--- src/rtl/wb_arbiter_if.sv ---
// Bus bundle for the writeback arbiter: two producer handshakes (ALU and
// load pipes) plus the register-file write port and the hazard busy flag.
// The master side is whoever drives the producers and observes the write
// port; the slave side is the arbiter itself.
interface wb_arbiter_if #(
    parameter int REG_ADDR = 5,
    parameter int REG_SIZE = 32,
    parameter int SEQ_W    = 4
);
    logic                a_valid;
    logic                a_ready;
    logic [REG_ADDR-1:0] a_reg;
    logic [REG_SIZE-1:0] a_data;
    logic [SEQ_W-1:0]    a_seq;

    logic                m_valid;
    logic                m_ready;
    logic [REG_ADDR-1:0] m_reg;
    logic [REG_SIZE-1:0] m_data;
    logic [SEQ_W-1:0]    m_seq;

    logic                regwrite;
    logic [REG_ADDR-1:0] wreg;
    logic [REG_SIZE-1:0] wdata;
    logic                busy;

    modport master (
        output a_valid, a_reg, a_data, a_seq,
        output m_valid, m_reg, m_data, m_seq,
        input  a_ready, m_ready,
        input  regwrite, wreg, wdata, busy
    );

    modport slave (
        input  a_valid, a_reg, a_data, a_seq,
        input  m_valid, m_reg, m_data, m_seq,
        output a_ready, m_ready,
        output regwrite, wreg, wdata, busy
    );
endinterface

--- src/rtl/wb_arbiter.sv ---
// Writeback arbiter: buffers ALU and load results in private FIFOs and
// retires at most one per cycle into the register file write port,
// oldest sequence tag first. Writes to register 0 are consumed silently.
module wb_arbiter #(
    parameter int REG_ADDR = 5,
    parameter int REG_SIZE = 32,
    parameter int DEPTH    = 4,
    parameter int SEQ_W    = 4
) (
    input  logic         clk,
    input  logic         rst,
    wb_arbiter_if.slave  bus
);
    localparam int PW = $clog2(DEPTH);
    localparam int CW = PW + 1;
    localparam logic [CW-1:0] FULL = CW'(DEPTH);

    typedef struct packed {
        logic [REG_ADDR-1:0] rd;
        logic [REG_SIZE-1:0] data;
        logic [SEQ_W-1:0]    seq;
    } entry_t;

    entry_t a_mem [DEPTH];
    entry_t m_mem [DEPTH];

    logic [PW-1:0] a_wr_ptr, a_rd_ptr, m_wr_ptr, m_rd_ptr;
    logic [CW-1:0] a_count, m_count;

    logic a_ready_i, m_ready_i;
    logic a_push, m_push;
    logic a_pop, m_pop;
    logic a_nonempty, m_nonempty;

    entry_t a_in, m_in, a_head, m_head;
    logic [SEQ_W-1:0] seq_diff;
    logic a_older;

    logic [REG_ADDR-1:0] sel_reg;
    logic [REG_SIZE-1:0] sel_data;

    logic                regwrite_q;
    logic [REG_ADDR-1:0] wreg_q;
    logic [REG_SIZE-1:0] wdata_q;

    // Ready looks only at the registered count so it never depends on a pop
    // happening in the same cycle; held low while reset is asserted.
    assign a_ready_i = !rst && (a_count < FULL);
    assign m_ready_i = !rst && (m_count < FULL);
    assign a_push    = bus.a_valid && a_ready_i;
    assign m_push    = bus.m_valid && m_ready_i;

    assign a_in = '{rd: bus.a_reg, data: bus.a_data, seq: bus.a_seq};
    assign m_in = '{rd: bus.m_reg, data: bus.m_data, seq: bus.m_seq};

    assign a_nonempty = (a_count != '0);
    assign m_nonempty = (m_count != '0);
    assign a_head     = a_mem[a_rd_ptr];
    assign m_head     = m_mem[m_rd_ptr];

    // Modular tag distance: A is older when M's tag lies strictly ahead of it
    // within half the tag space. Equal tags go to M.
    assign seq_diff = m_head.seq - a_head.seq;
    assign a_older  = (seq_diff != '0) && !seq_diff[SEQ_W-1];

    // Pick the single head to retire this cycle.
    always_comb begin
        a_pop = 1'b0;
        m_pop = 1'b0;
        if (a_nonempty && (!m_nonempty || a_older)) begin
            a_pop = 1'b1;
        end else if (m_nonempty) begin
            m_pop = 1'b1;
        end
        sel_reg  = a_pop ? a_head.rd   : m_head.rd;
        sel_data = a_pop ? a_head.data : m_head.data;
    end

    // ALU FIFO storage; contents need no reset since count gates every read.
    always_ff @(posedge clk) begin
        if (a_push) begin
            a_mem[a_wr_ptr] <= a_in;
        end
    end

    // Load FIFO storage.
    always_ff @(posedge clk) begin
        if (m_push) begin
            m_mem[m_wr_ptr] <= m_in;
        end
    end

    // ALU FIFO pointers and occupancy.
    always_ff @(posedge clk or posedge rst) begin
        if (rst) begin
            a_wr_ptr <= '0;
            a_rd_ptr <= '0;
            a_count  <= '0;
        end else begin
            if (a_push) begin
                a_wr_ptr <= a_wr_ptr + 1'b1;
            end
            if (a_pop) begin
                a_rd_ptr <= a_rd_ptr + 1'b1;
            end
            case ({a_push, a_pop})
                2'b10:   a_count <= a_count + 1'b1;
                2'b01:   a_count <= a_count - 1'b1;
                default: a_count <= a_count;
            endcase
        end
    end

    // Load FIFO pointers and occupancy.
    always_ff @(posedge clk or posedge rst) begin
        if (rst) begin
            m_wr_ptr <= '0;
            m_rd_ptr <= '0;
            m_count  <= '0;
        end else begin
            if (m_push) begin
                m_wr_ptr <= m_wr_ptr + 1'b1;
            end
            if (m_pop) begin
                m_rd_ptr <= m_rd_ptr + 1'b1;
            end
            case ({m_push, m_pop})
                2'b10:   m_count <= m_count + 1'b1;
                2'b01:   m_count <= m_count - 1'b1;
                default: m_count <= m_count;
            endcase
        end
    end

    // Register the retired entry; register 0 is consumed without a write and
    // address/data hold when nothing retires.
    always_ff @(posedge clk or posedge rst) begin
        if (rst) begin
            regwrite_q <= 1'b0;
            wreg_q     <= '0;
            wdata_q    <= '0;
        end else if (a_pop || m_pop) begin
            regwrite_q <= (sel_reg != '0);
            wreg_q     <= sel_reg;
            wdata_q    <= sel_data;
        end else begin
            regwrite_q <= 1'b0;
        end
    end

    assign bus.a_ready  = a_ready_i;
    assign bus.m_ready  = m_ready_i;
    assign bus.regwrite = regwrite_q;
    assign bus.wreg     = wreg_q;
    assign bus.wdata    = wdata_q;
    assign bus.busy     = a_nonempty || m_nonempty || regwrite_q;
endmodule

--- src/flat_wrapper.sv ---
// flat-port wrapper written by rule: the top's interface ports become plain ports
module wb_arbiter_flat 
#(
    parameter int REG_ADDR = 5,
    parameter int REG_SIZE = 32,
    parameter int DEPTH    = 4,
    parameter int SEQ_W    = 4
)
  (clk, rst, bus_a_valid, bus_a_reg, bus_a_data, bus_a_seq, bus_m_valid, bus_m_reg, bus_m_data, bus_m_seq, bus_a_ready, bus_m_ready, bus_regwrite, bus_wreg, bus_wdata, bus_busy);
  wb_arbiter_if #(.REG_ADDR(REG_ADDR), .REG_SIZE(REG_SIZE), .SEQ_W(SEQ_W)) bus_i ();
  input  logic clk;
  input  logic rst;
  input wire logic [$bits(bus_i.a_valid)-1:0] bus_a_valid;
  input wire logic [$bits(bus_i.a_reg)-1:0] bus_a_reg;
  input wire logic [$bits(bus_i.a_data)-1:0] bus_a_data;
  input wire logic [$bits(bus_i.a_seq)-1:0] bus_a_seq;
  input wire logic [$bits(bus_i.m_valid)-1:0] bus_m_valid;
  input wire logic [$bits(bus_i.m_reg)-1:0] bus_m_reg;
  input wire logic [$bits(bus_i.m_data)-1:0] bus_m_data;
  input wire logic [$bits(bus_i.m_seq)-1:0] bus_m_seq;
  output wire logic [$bits(bus_i.a_ready)-1:0] bus_a_ready;
  output wire logic [$bits(bus_i.m_ready)-1:0] bus_m_ready;
  output wire logic [$bits(bus_i.regwrite)-1:0] bus_regwrite;
  output wire logic [$bits(bus_i.wreg)-1:0] bus_wreg;
  output wire logic [$bits(bus_i.wdata)-1:0] bus_wdata;
  output wire logic [$bits(bus_i.busy)-1:0] bus_busy;
  assign bus_i.a_valid = bus_a_valid;
  assign bus_i.a_reg = bus_a_reg;
  assign bus_i.a_data = bus_a_data;
  assign bus_i.a_seq = bus_a_seq;
  assign bus_i.m_valid = bus_m_valid;
  assign bus_i.m_reg = bus_m_reg;
  assign bus_i.m_data = bus_m_data;
  assign bus_i.m_seq = bus_m_seq;
  assign bus_a_ready = bus_i.a_ready;
  assign bus_m_ready = bus_i.m_ready;
  assign bus_regwrite = bus_i.regwrite;
  assign bus_wreg = bus_i.wreg;
  assign bus_wdata = bus_i.wdata;
  assign bus_busy = bus_i.busy;
  wb_arbiter #(.REG_ADDR(REG_ADDR), .REG_SIZE(REG_SIZE), .DEPTH(DEPTH), .SEQ_W(SEQ_W)) u_core (.clk(clk), .rst(rst), .bus(bus_i));
endmodule
--- config.mk ---
export PLATFORM = sky130hd
export DESIGN_NAME = wb_arbiter_flat
export DESIGN_NICKNAME = d
export VERILOG_FILES = /design/src/rtl/wb_arbiter_if.sv /design/src/rtl/wb_arbiter.sv /design/src/flat_wrapper.sv
export SDC_FILE = /design/constraint.sdc
export NUM_CORES = 1
export LEC_CHECK = 0
export CELL_PAD_IN_SITES_DETAIL_PLACEMENT = 0
export CELL_PAD_IN_SITES_GLOBAL_PLACEMENT = 1
export CORE_ASPECT_RATIO = 0.7
export CORE_MARGIN = 2
export CORE_UTILIZATION = 41
export CTS_BUF_LIST = sky130_fd_sc_hd__clkbuf_16
export DETAILED_ROUTE_END_ITERATION = 12
export GPL_ROUTABILITY_DRIVEN = 0
export HOLD_SLACK_MARGIN = 0.03
export PLACE_DENSITY_LB_ADDON = 0.1
export SYNTH_ARGS = -nofsm -noshare
export SYNTH_HDL_FRONTEND = slang
export SYNTH_SLANG_ARGS = --single-unit
--- constraint.sdc ---
create_clock -name clk -period 4.4 [get_ports clk]
set_clock_uncertainty 0.1 [all_clocks]
set_input_delay 0.88 -clock clk [delete_from_list [all_inputs] [get_ports clk]]
set_output_delay 0.88 -clock clk [all_outputs]
set_load 0.02 [all_outputs]
==> After elaboration in Yosys (flattened, before gate mapping) <==
Memories as Yosys holds them, arrays and structs flattened.
Cells that the tools add are included.
{ "word_totals": {"ram_bits": 328, "word_cells": 57, "latchBits": 0, "n_memories": 2, "inputBits": 86, "out_inout_bits": 41, "reg_bits": 52, "mem_bits_ro": 0} }
{ "classes": {"n_mux": 12, "div_mod_pow": 0, "n_bitwise": 0, "magnitude_cmp": 2, "eq_ne": 4, "multipliers": 0, "add_sub_neg": 9, "shift": 0, "n_reduce_logical": 19} }
{ "memory_table": {"columns": ["name", "words", "word_bits", "read_ports", "rd_ports_with_merged_regs", "write_ports", "line_no", "source"], "rows": [
  ["u_core.a_mem", 4, 41, 1, 0, 1, "wb_arbiter.sv:24", "entry_t a_mem [DEPTH];"],
  ["u_core.m_mem", 4, 41, 1, 0, 1, "wb_arbiter.sv:25", "entry_t m_mem [DEPTH];"]
]} }
{ "op_table": {"columns": ["cell", "n"], "rows": [
  ["2-to-1 mux 32 bit", 1],
  ["one-hot mux 3 bit (2 select lines)", 2],
  ["adder 2 x 1 -> 2 bit (second input constant)", 4],
  ["2-to-1 mux 1 bit", 8],
  ["adder 3 x 1 -> 3 bit (second input constant)", 2],
  ["logical AND 1 bit", 6],
  ["< comparator 3 bit (second input constant)", 2],
  ["nonzero test 3 bit", 2],
  ["subtractor 3 x 1 -> 3 bit (second input constant)", 2],
  ["2-to-1 mux 5 bit", 1],
  ["nonzero test 5 bit", 1],
  ["== test 2 x 1 -> 1 bit (second input constant)", 2],
  ["== test 2 bit (second input constant)", 2],
  ["logical OR 1 bit", 4],
  ["nonzero test 2 bit", 2],
  ["nonzero test 4 bit", 1],
  ["subtractor 4 bit", 1],
  ["zero test 1 bit", 3]
]} }

==> Depth between registers and ports, before layout <==
An unclocked memory read counts as a cell.
{ "depth": {"depth_word": 10, "ltp_mapped": 19, "ltp_nobuf": 15} }

==> Worst setup path before layout <==
Ideal clock, no wire load.
{ "synth_path": {"path_kind": "register to register", "from": "register u_core.m_rd_ptr[0]", "to": "register u_core.a_count[2]", "synth_period_minus_slack_ns": 4.238, "required_ns": 4.221, "n_path_buf": 4, "stages_incl_launch_ff": 20, "slack_ns": 0.162, "setup_ns": 0.079, "arrival_ns": 4.059, "path_cell_list": "dfrtp_1 > buf_2 > buf_2 > buf_2 > mux4_2 > inv_1 > ha_1 > inv_1 > fa_1 > xnor2_1 > a41oi_1 > nand3_2 > inv_2 > buf_2 > ha_1 > inv_1 > fa_1 > xor2_1 > nor2_1 > xor2_1"} }
{ "synth_between": {"elab_chain_len": 9, "elab_cells_between_ends": 12, "classes_between": "add/sub (1); eq/ne (2); mux (2); reduce/logical (6); memory (1)"} }
{ "synth_lines": {"columns": ["item", "line_no", "source"], "rows": [
  ["start: declaration", "wb_arbiter.sv:27", "logic [PW-1:0] a_wr_ptr, a_rd_ptr, m_wr_ptr, m_rd_ptr;"],
  ["start signal: assignment", "wb_arbiter.sv:125", "m_rd_ptr <= m_rd_ptr + 1'b1;"],
  ["memory (4 x 41 bit) (*)", null, null],
  ["subtractor 4 bit (*)", "wb_arbiter.sv:63", "assign seq_diff = m_head.seq - a_head.seq;"],
  ["nonzero test 4 bit or zero test 1 bit (tied branches)", "wb_arbiter.sv:64", "assign a_older = (seq_diff != '0) && !seq_diff[SEQ_W-1];"],
  ["logical AND 1 bit (*)", "wb_arbiter.sv:64", null],
  ["logical OR 1 bit (*)", "wb_arbiter.sv:70", "if (a_nonempty && (!m_nonempty || a_older)) begin"],
  ["logical AND 1 bit (*)", "wb_arbiter.sv:70", null],
  ["2-to-1 mux 1 bit (*)", "wb_arbiter.sv:70", null],
  ["== test 2 x 1 -> 1 bit or == test 2 bit (tied branches)", "wb_arbiter.sv:106", "case ({a_push, a_pop})"],
  ["one-hot mux 3 bit (2 select lines) or nonzero test 2 bit (tied branches)", null, null],
  ["end signal: assignment", "wb_arbiter.sv:107", "2'b10: a_count <= a_count + 1'b1;"],
  ["end signal: assignment", "wb_arbiter.sv:108", "2'b01: a_count <= a_count - 1'b1;"],
  ["end signal: assignment", "wb_arbiter.sv:109", "default: a_count <= a_count;"],
  ["end: declaration", "wb_arbiter.sv:28", "logic [CW-1:0] a_count, m_count;"]
]} }
Every way passes the cells marked *; elsewhere a longest branch is shown, timed or not.
A chain may end at the register's enable or synchronous reset.

==> Final worst setup path <==
{ "layout_path": {"from": "register u_core.a_rd_ptr[0]", "to": "register u_core.m_count[1]"} }
{ "layout_between": {"elab_chain_len": 9, "elab_cells_between_ends": 12, "classes_between": "add/sub (1); eq/ne (2); mux (2); reduce/logical (6); memory (1)"} }
{ "layout_lines": {"columns": ["item", "line_no", "source"], "rows": [
  ["start: declaration", "wb_arbiter.sv:27", null],
  ["start signal: assignment", "wb_arbiter.sv:104", "a_rd_ptr <= a_rd_ptr + 1'b1;"],
  ["memory (4 x 41 bit) (*)", null, null],
  ["subtractor 4 bit (*)", "wb_arbiter.sv:63", null],
  ["nonzero test 4 bit or zero test 1 bit (tied branches)", "wb_arbiter.sv:64", null],
  ["logical AND 1 bit (*)", "wb_arbiter.sv:64", null],
  ["logical OR 1 bit (*)", "wb_arbiter.sv:70", null],
  ["logical AND 1 bit (*)", "wb_arbiter.sv:70", null],
  ["2-to-1 mux 1 bit (*)", "wb_arbiter.sv:70", null],
  ["net u_core.m_pop", "wb_arbiter.sv:32", "logic a_pop, m_pop;"],
  ["== test 2 x 1 -> 1 bit or == test 2 bit (tied branches)", "wb_arbiter.sv:127", "case ({m_push, m_pop})"],
  ["one-hot mux 3 bit (2 select lines) or nonzero test 2 bit (tied branches)", null, null],
  ["end signal: assignment", "wb_arbiter.sv:128", "2'b10: m_count <= m_count + 1'b1;"],
  ["end signal: assignment", "wb_arbiter.sv:129", "2'b01: m_count <= m_count - 1'b1;"],
  ["end signal: assignment", "wb_arbiter.sv:130", "default: m_count <= m_count;"],
  ["end: declaration", "wb_arbiter.sv:28", null]
]} }
Mark *: on every way through the listed nets, which the timed path passes. The rest lies on a longest branch.

==> flow_summary_export.csv <==
group,metric,value,unit
clock_tree,post_cts_setup_buffer_count,0,
power_and_ir_drop,leakage_dissipation,5.95,nW
floorplan,initial_utilization,41.7,%
clock_tree,cts-root-buf,"sky130_fd_sc_hd__clkbuf_16",
clock_tree,postCtsHoldBufs,0,
timing,setup_total_negative_slack,0,ns
finish,n_fill_cell,2867,
power_and_ir_drop,powerDensity,713,nW/µm²
worst_setup_path,slowest_stage,"sky130_fd_sc_hd__mux4_2",
global_route,number_of_global_route_vias_before_repair,7671,
min_path,min_delay_worst_endpoint,"u_core.m_count[2]",
worst_setup_path,worstSetupEndpointType,"flop",
worst_setup_path,worstReg2RegStart,"u_core.a_rd_ptr[0]",
placed_design,hpwl,21.8,mm
power_and_ir_drop,internal-power,0.00822,W
route,via_count,7259,
job,maxCapViolCount,0,
route,route.detailed.vias_per_inst,5.20,
worst_setup_path,r2r_slack,0.76,ns
global_route,grt_pass1_wl,48.6,mm
worst_setup_path,required_time_worst_endpoint,4.71,ns
clock_tree,tritoncts.num_buffers,37,
placed_design,place.port_buffers,126,
worst_setup_path,reg2reg_depth,13,
clock_tree,cts_tree,"built",
timing,max_freq,0.275,GHz
route,avgRoutedWirePerCell,23.4,µm
power_and_ir_drop,worst_ir_drop_vdd,0.474,mV
clock_tree,numClockSinks,380,
timing,rsz0062_at_grt,"no",
clock_tree,worstSkewPairLatency,0.53,ns
worst_setup_path,worst_r2r_endpoint,"u_core.m_count[1]",
min_path,hold_path_class,"reg -> reg",
min_path,hold_path_startpoint,"u_core.m_count[2]",
synthesis,postSynth.asyncResetShare,13.7,%
synthesis,synthesis.nets,837,
floorplan,num_io_pins,127,
synthesis,synth.yosys.warnings,0,
power_and_ir_drop,pwr-share-clk,24.6,%
timing,worst_hold_slack,0.423,ns
clock_tree,cts_repair_resize_count,0,
route,detail_route.iter0.violations,715,
power_and_ir_drop,p_sw,0.00431,W
worst_setup_path,critPathArrivalTime,3.96,ns
synthesis,syn-cell-area,14500,µm²
synthesis,synth_cell_type_count,31,
worst_setup_path,startpoint_type,"flop",
timing,max_slew.worst_pin.slew,0.881,ns
synthesis,synth_enable_flop_cells,328,
route,routed_wl,32.7,mm
power_and_ir_drop,netSwitchingFraction,34.4,%
route,firstDrtPassIters,4,
worst_setup_path,cpLargestDelayFamily,"adder cells",
global_route,grt.overflow.total,0,
finish,areaGrowthSynthToFinish,21.4,%
timing,setup_viol,0,
finish,share_of_post_route_cells_with_drive_strength_above_1,19.2,%
timing,final.period_utilization,82.8,%
worst_setup_path,path_cells,"buf_4 > mux4_2 > inv_1 > ha_1 > o21ai_0 > a21boi_1 > or3_1 > nand3_2 > inv_2 > nor2_2 > ha_1 > fa_1 > mux2_2",
timing,max-slew-margin-rel,41.2,%
floorplan,core_area,34700,µm²
worst_setup_path,crit_top_cell,"sky130_fd_sc_hd__ha_1",
floorplan,fp-row-count,57,
power_and_ir_drop,seq_power_share,37.8,%
worst_setup_path,largest_stage_delay_worst_path,0.54,ns
timing,layout_min_cycle_time,3.64,ns
synthesis,postSynth.topFlopCell,"sky130_fd_sc_hd__edfxtp_1",
clock_tree,clkTransAtPathRegs,0.06,ns
synthesis,ys_ff_latch,380,
global_route,total_routing_usage_reported_by_global_routing,17.9,%
synthesis,synth_top_area_cells,"sky130_fd_sc_hd__edfxtp_1 (68%), sky130_fd_sc_hd__mux4_2 (13%), sky130_fd_sc_hd__dfrtp_1 (9.0%), sky130_fd_sc_hd__a21oi_1 (2.6%), sky130_fd_sc_hd__ha_1 (1.1%)",
route,detail_route.drc_violations,0,
synthesis,post_synth.cell_area_avg,19.7,µm²
route,route.antenna.remaining_nets,0,
power_and_ir_drop,power_frac_comb,37.6,%
worst_setup_path,worst-path-max-fanout,12,
global_route,initial_antenna_violation_count,2,
synthesis,netlist_instances,735,
clock_tree,cts-root-to-sink-buffers,3,
floorplan,die_span_in_x,229,µm
synthesis,synthDominantAreaCellType,"sky130_fd_sc_hd__edfxtp_1",
clock_tree,ctsHtreeMaxLevel,2,
synthesis,yosysTopAreaCellShare,68.1,%
run_status,status,"finished, final reports clean",
floorplan,die_area,36800,µm²
floorplan,fp.dieH,161,µm
worst_setup_path,worst-setup-path-type,"reg -> reg",
timing,slew_violations,0,
timing,finalHoldViolCount,0,
min_path,hold_path_depth,1,
worst_setup_path,crit_cells,13,
worst_setup_path,crit_buf_inv,3,
synthesis,seq_area_frac_synth,77.1,%
global_route,grt_start_max_net_pins,42,
finish,fin_nets,995,
==> worst max-delay path by stage <==
stage                                  start                 to  slack (ns)
final                     u_core.a_rd_ptr[0]  u_core.m_count[1]        0.76
after global routing      u_core.a_rd_ptr[0]  u_core.m_count[2]        0.53
after CTS                 u_core.a_rd_ptr[0]  u_core.m_count[1]        0.75
after detailed placement  u_core.a_rd_ptr[0]  u_core.m_count[1]        0.76
after global placement    u_core.m_rd_ptr[0]  u_core.m_count[2]        0.89
after floorplan           u_core.m_rd_ptr[0]  u_core.a_count[2]        0.16
==> metal layers <==
| layer | GRT usage [%] | share of wire (%) | up-vias |
|---|---|---|---|
| li1 | - | - | 3219 |
| met1 | 27.0 | 48 | 3816 |
| met2 | 26.9 | 45 | 179 |
| met3 | 3.90 | 6.0 | 43 |
| met4 | 4.01 | 1.4 | 2 |
| met5 | 0 | 0.040 | - |
==> cell type report <==
cell class                      instances  area [µm²]  area share [%]
Clock inverter                         29         210            1.20
Antenna cell                            1        2.50          0.0143
Timing Repair Buffer                  152        1460            8.29
Tap cell                              472         591            3.36
Clock buffer                           39         976            5.56
Inverter                               17        63.8           0.363
Sequential cell                       380       11200            63.5
Multi-Input combinational cell        305        3100            17.7
==> placed cells by master (no fill, tap or decap) <==
master,netlist,routed
sky130_fd_sc_hd__nor2b_1,1,1
sky130_fd_sc_hd__clkinvlp_4,0,1
sky130_fd_sc_hd__nor2_1,43,42
sky130_fd_sc_hd__ha_1,13,13
sky130_fd_sc_hd__inv_1,16,22
sky130_fd_sc_hd__nor3b_1,1,1
sky130_fd_sc_hd__clkbuf_16,0,39
sky130_fd_sc_hd__xnor2_1,9,9
sky130_fd_sc_hd__diode_2,0,1
sky130_fd_sc_hd__xor2_1,4,4
sky130_fd_sc_hd__a41oi_1,1,1
sky130_fd_sc_hd__a21boi_1,1,1
sky130_fd_sc_hd__mux2_2,1,1
sky130_fd_sc_hd__dfrtp_2,0,3
sky130_fd_sc_hd__fa_1,3,3
sky130_fd_sc_hd__mux4_2,82,82
sky130_fd_sc_hd__a21oi_1,74,74
sky130_fd_sc_hd__clkdlybuf4s50_1,0,126
sky130_fd_sc_hd__inv_6,0,2
sky130_fd_sc_hd__or3_1,4,4
sky130_fd_sc_hd__buf_4,1,26
sky130_fd_sc_hd__dfrtp_1,52,49
sky130_fd_sc_hd__nor3_1,5,5
sky130_fd_sc_hd__nand2_1,43,43
sky130_fd_sc_hd__inv_2,1,2
sky130_fd_sc_hd__and3_2,0,8
sky130_fd_sc_hd__o21ai_0,5,5
sky130_fd_sc_hd__clkinv_1,0,9
sky130_fd_sc_hd__bufinv_16,0,3
sky130_fd_sc_hd__nand3_2,1,1
sky130_fd_sc_hd__nor2_2,1,2
sky130_fd_sc_hd__clkinv_2,0,7
sky130_fd_sc_hd__nand3_1,1,1
sky130_fd_sc_hd__or4_1,2,2
sky130_fd_sc_hd__and2_1,2,2
sky130_fd_sc_hd__edfxtp_1,328,328
==> cells in the mapped netlist, types with 2 or more instances <==
cell	n
sky130_fd_sc_hd__and2_1	2
sky130_fd_sc_hd__mux4_2	82
sky130_fd_sc_hd__inv_1	16
sky130_fd_sc_hd__nand2_1	43
sky130_fd_sc_hd__or3_1	4
sky130_fd_sc_hd__dfrtp_1	52
sky130_fd_sc_hd__or4_1	2
sky130_fd_sc_hd__ha_1	13
sky130_fd_sc_hd__clkbuf_1	15
sky130_fd_sc_hd__xnor2_1	9
sky130_fd_sc_hd__nor2_1	43
sky130_fd_sc_hd__nor3_1	5
sky130_fd_sc_hd__fa_1	3
sky130_fd_sc_hd__buf_2	10
sky130_fd_sc_hd__buf_6	3
sky130_fd_sc_hd__a21oi_1	74
sky130_fd_sc_hd__edfxtp_1	328
sky130_fd_sc_hd__xor2_1	4
sky130_fd_sc_hd__buf_1	4
sky130_fd_sc_hd__and3_1	8
sky130_fd_sc_hd__o21ai_0	5
==> worst register-to-register path, cell delays in order, from the launching register on <==
cell	delay, ns
sky130_fd_sc_hd__dfrtp_2	0.40
sky130_fd_sc_hd__buf_4	0.27
sky130_fd_sc_hd__mux4_2	0.54
sky130_fd_sc_hd__inv_1	0.12
sky130_fd_sc_hd__ha_1	0.26
sky130_fd_sc_hd__o21ai_0	0.12
sky130_fd_sc_hd__a21boi_1	0.12
sky130_fd_sc_hd__or3_1	0.38
sky130_fd_sc_hd__nand3_2	0.11
sky130_fd_sc_hd__inv_2	0.06
sky130_fd_sc_hd__nor2_2	0.14
sky130_fd_sc_hd__ha_1	0.22
sky130_fd_sc_hd__fa_1	0.43
sky130_fd_sc_hd__mux2_2	0.27
==> cell families (layout without fill, tap and decap cells) <==
logic type | count (synthesis) | in the layout | share of synthesized area [%]
multiplexers | 83 | 83 | 12.8
buffers and inverters | 50 | 237 | 1.57
AND/OR/NAND/NOR | 112 | 112 | 3.36
AO/OA/AOI/OAI | 81 | 81 | 2.85
flip-flops | 380 | 380 | 77.1
XOR/XNOR | 13 | 13 | 0.787
other | 0 | 1 | 0
adder cells (fa/ha/maj) | 16 | 16 | 1.54
==> per-stage QoR <==
stage | worst slack, ns | util [%] | instance area [µm²] | cells | total power [W]
finish | 0.758 | 50.6 | 17600 | 1395 | 0.0125
global route | 0.531 | 50.5 | 17600 | 1394 | 0.0132
CTS | 0.749 | 50.5 | 17600 | 1394 | 0.0127
detailed placement | 0.765 | 47.1 | 16400 | 1326 | 0.00958
global placement | 0.887 | 47.1 | 16400 | 1326 | 0.00945
floorplan | 0.162 | - | 14500 | 735 | 0.00790
==> power groups by stage <==
stage / combinational (W) / clock, W / sequential [W]
global placement: 0.00466 / 0 / 0.00479
global route: 0.00512 / 0.00330 / 0.00478
finish: 0.00470 / 0.00308 / 0.00474
CTS: 0.00477 / 0.00317 / 0.00475
floorplan: 0.00296 / 0 / 0.00494
detailed placement: 0.00476 / 0 / 0.00482
==> flip-flops by register name (all words and copies together) (netlist names) <==
register,cells
u_core.bus.wreg,5
u_core.m_mem,164
u_core.bus.wdata,32
u_core.a_wr_ptr,2
u_core.m_rd_ptr,2
u_core.a_count,3
u_core.a_rd_ptr,2
u_core.m_wr_ptr,2
u_core.m_count,3
u_core.a_mem,164
u_core.bus.regwrite,1
Note: power is estimated with default switching activity, not from simulation.
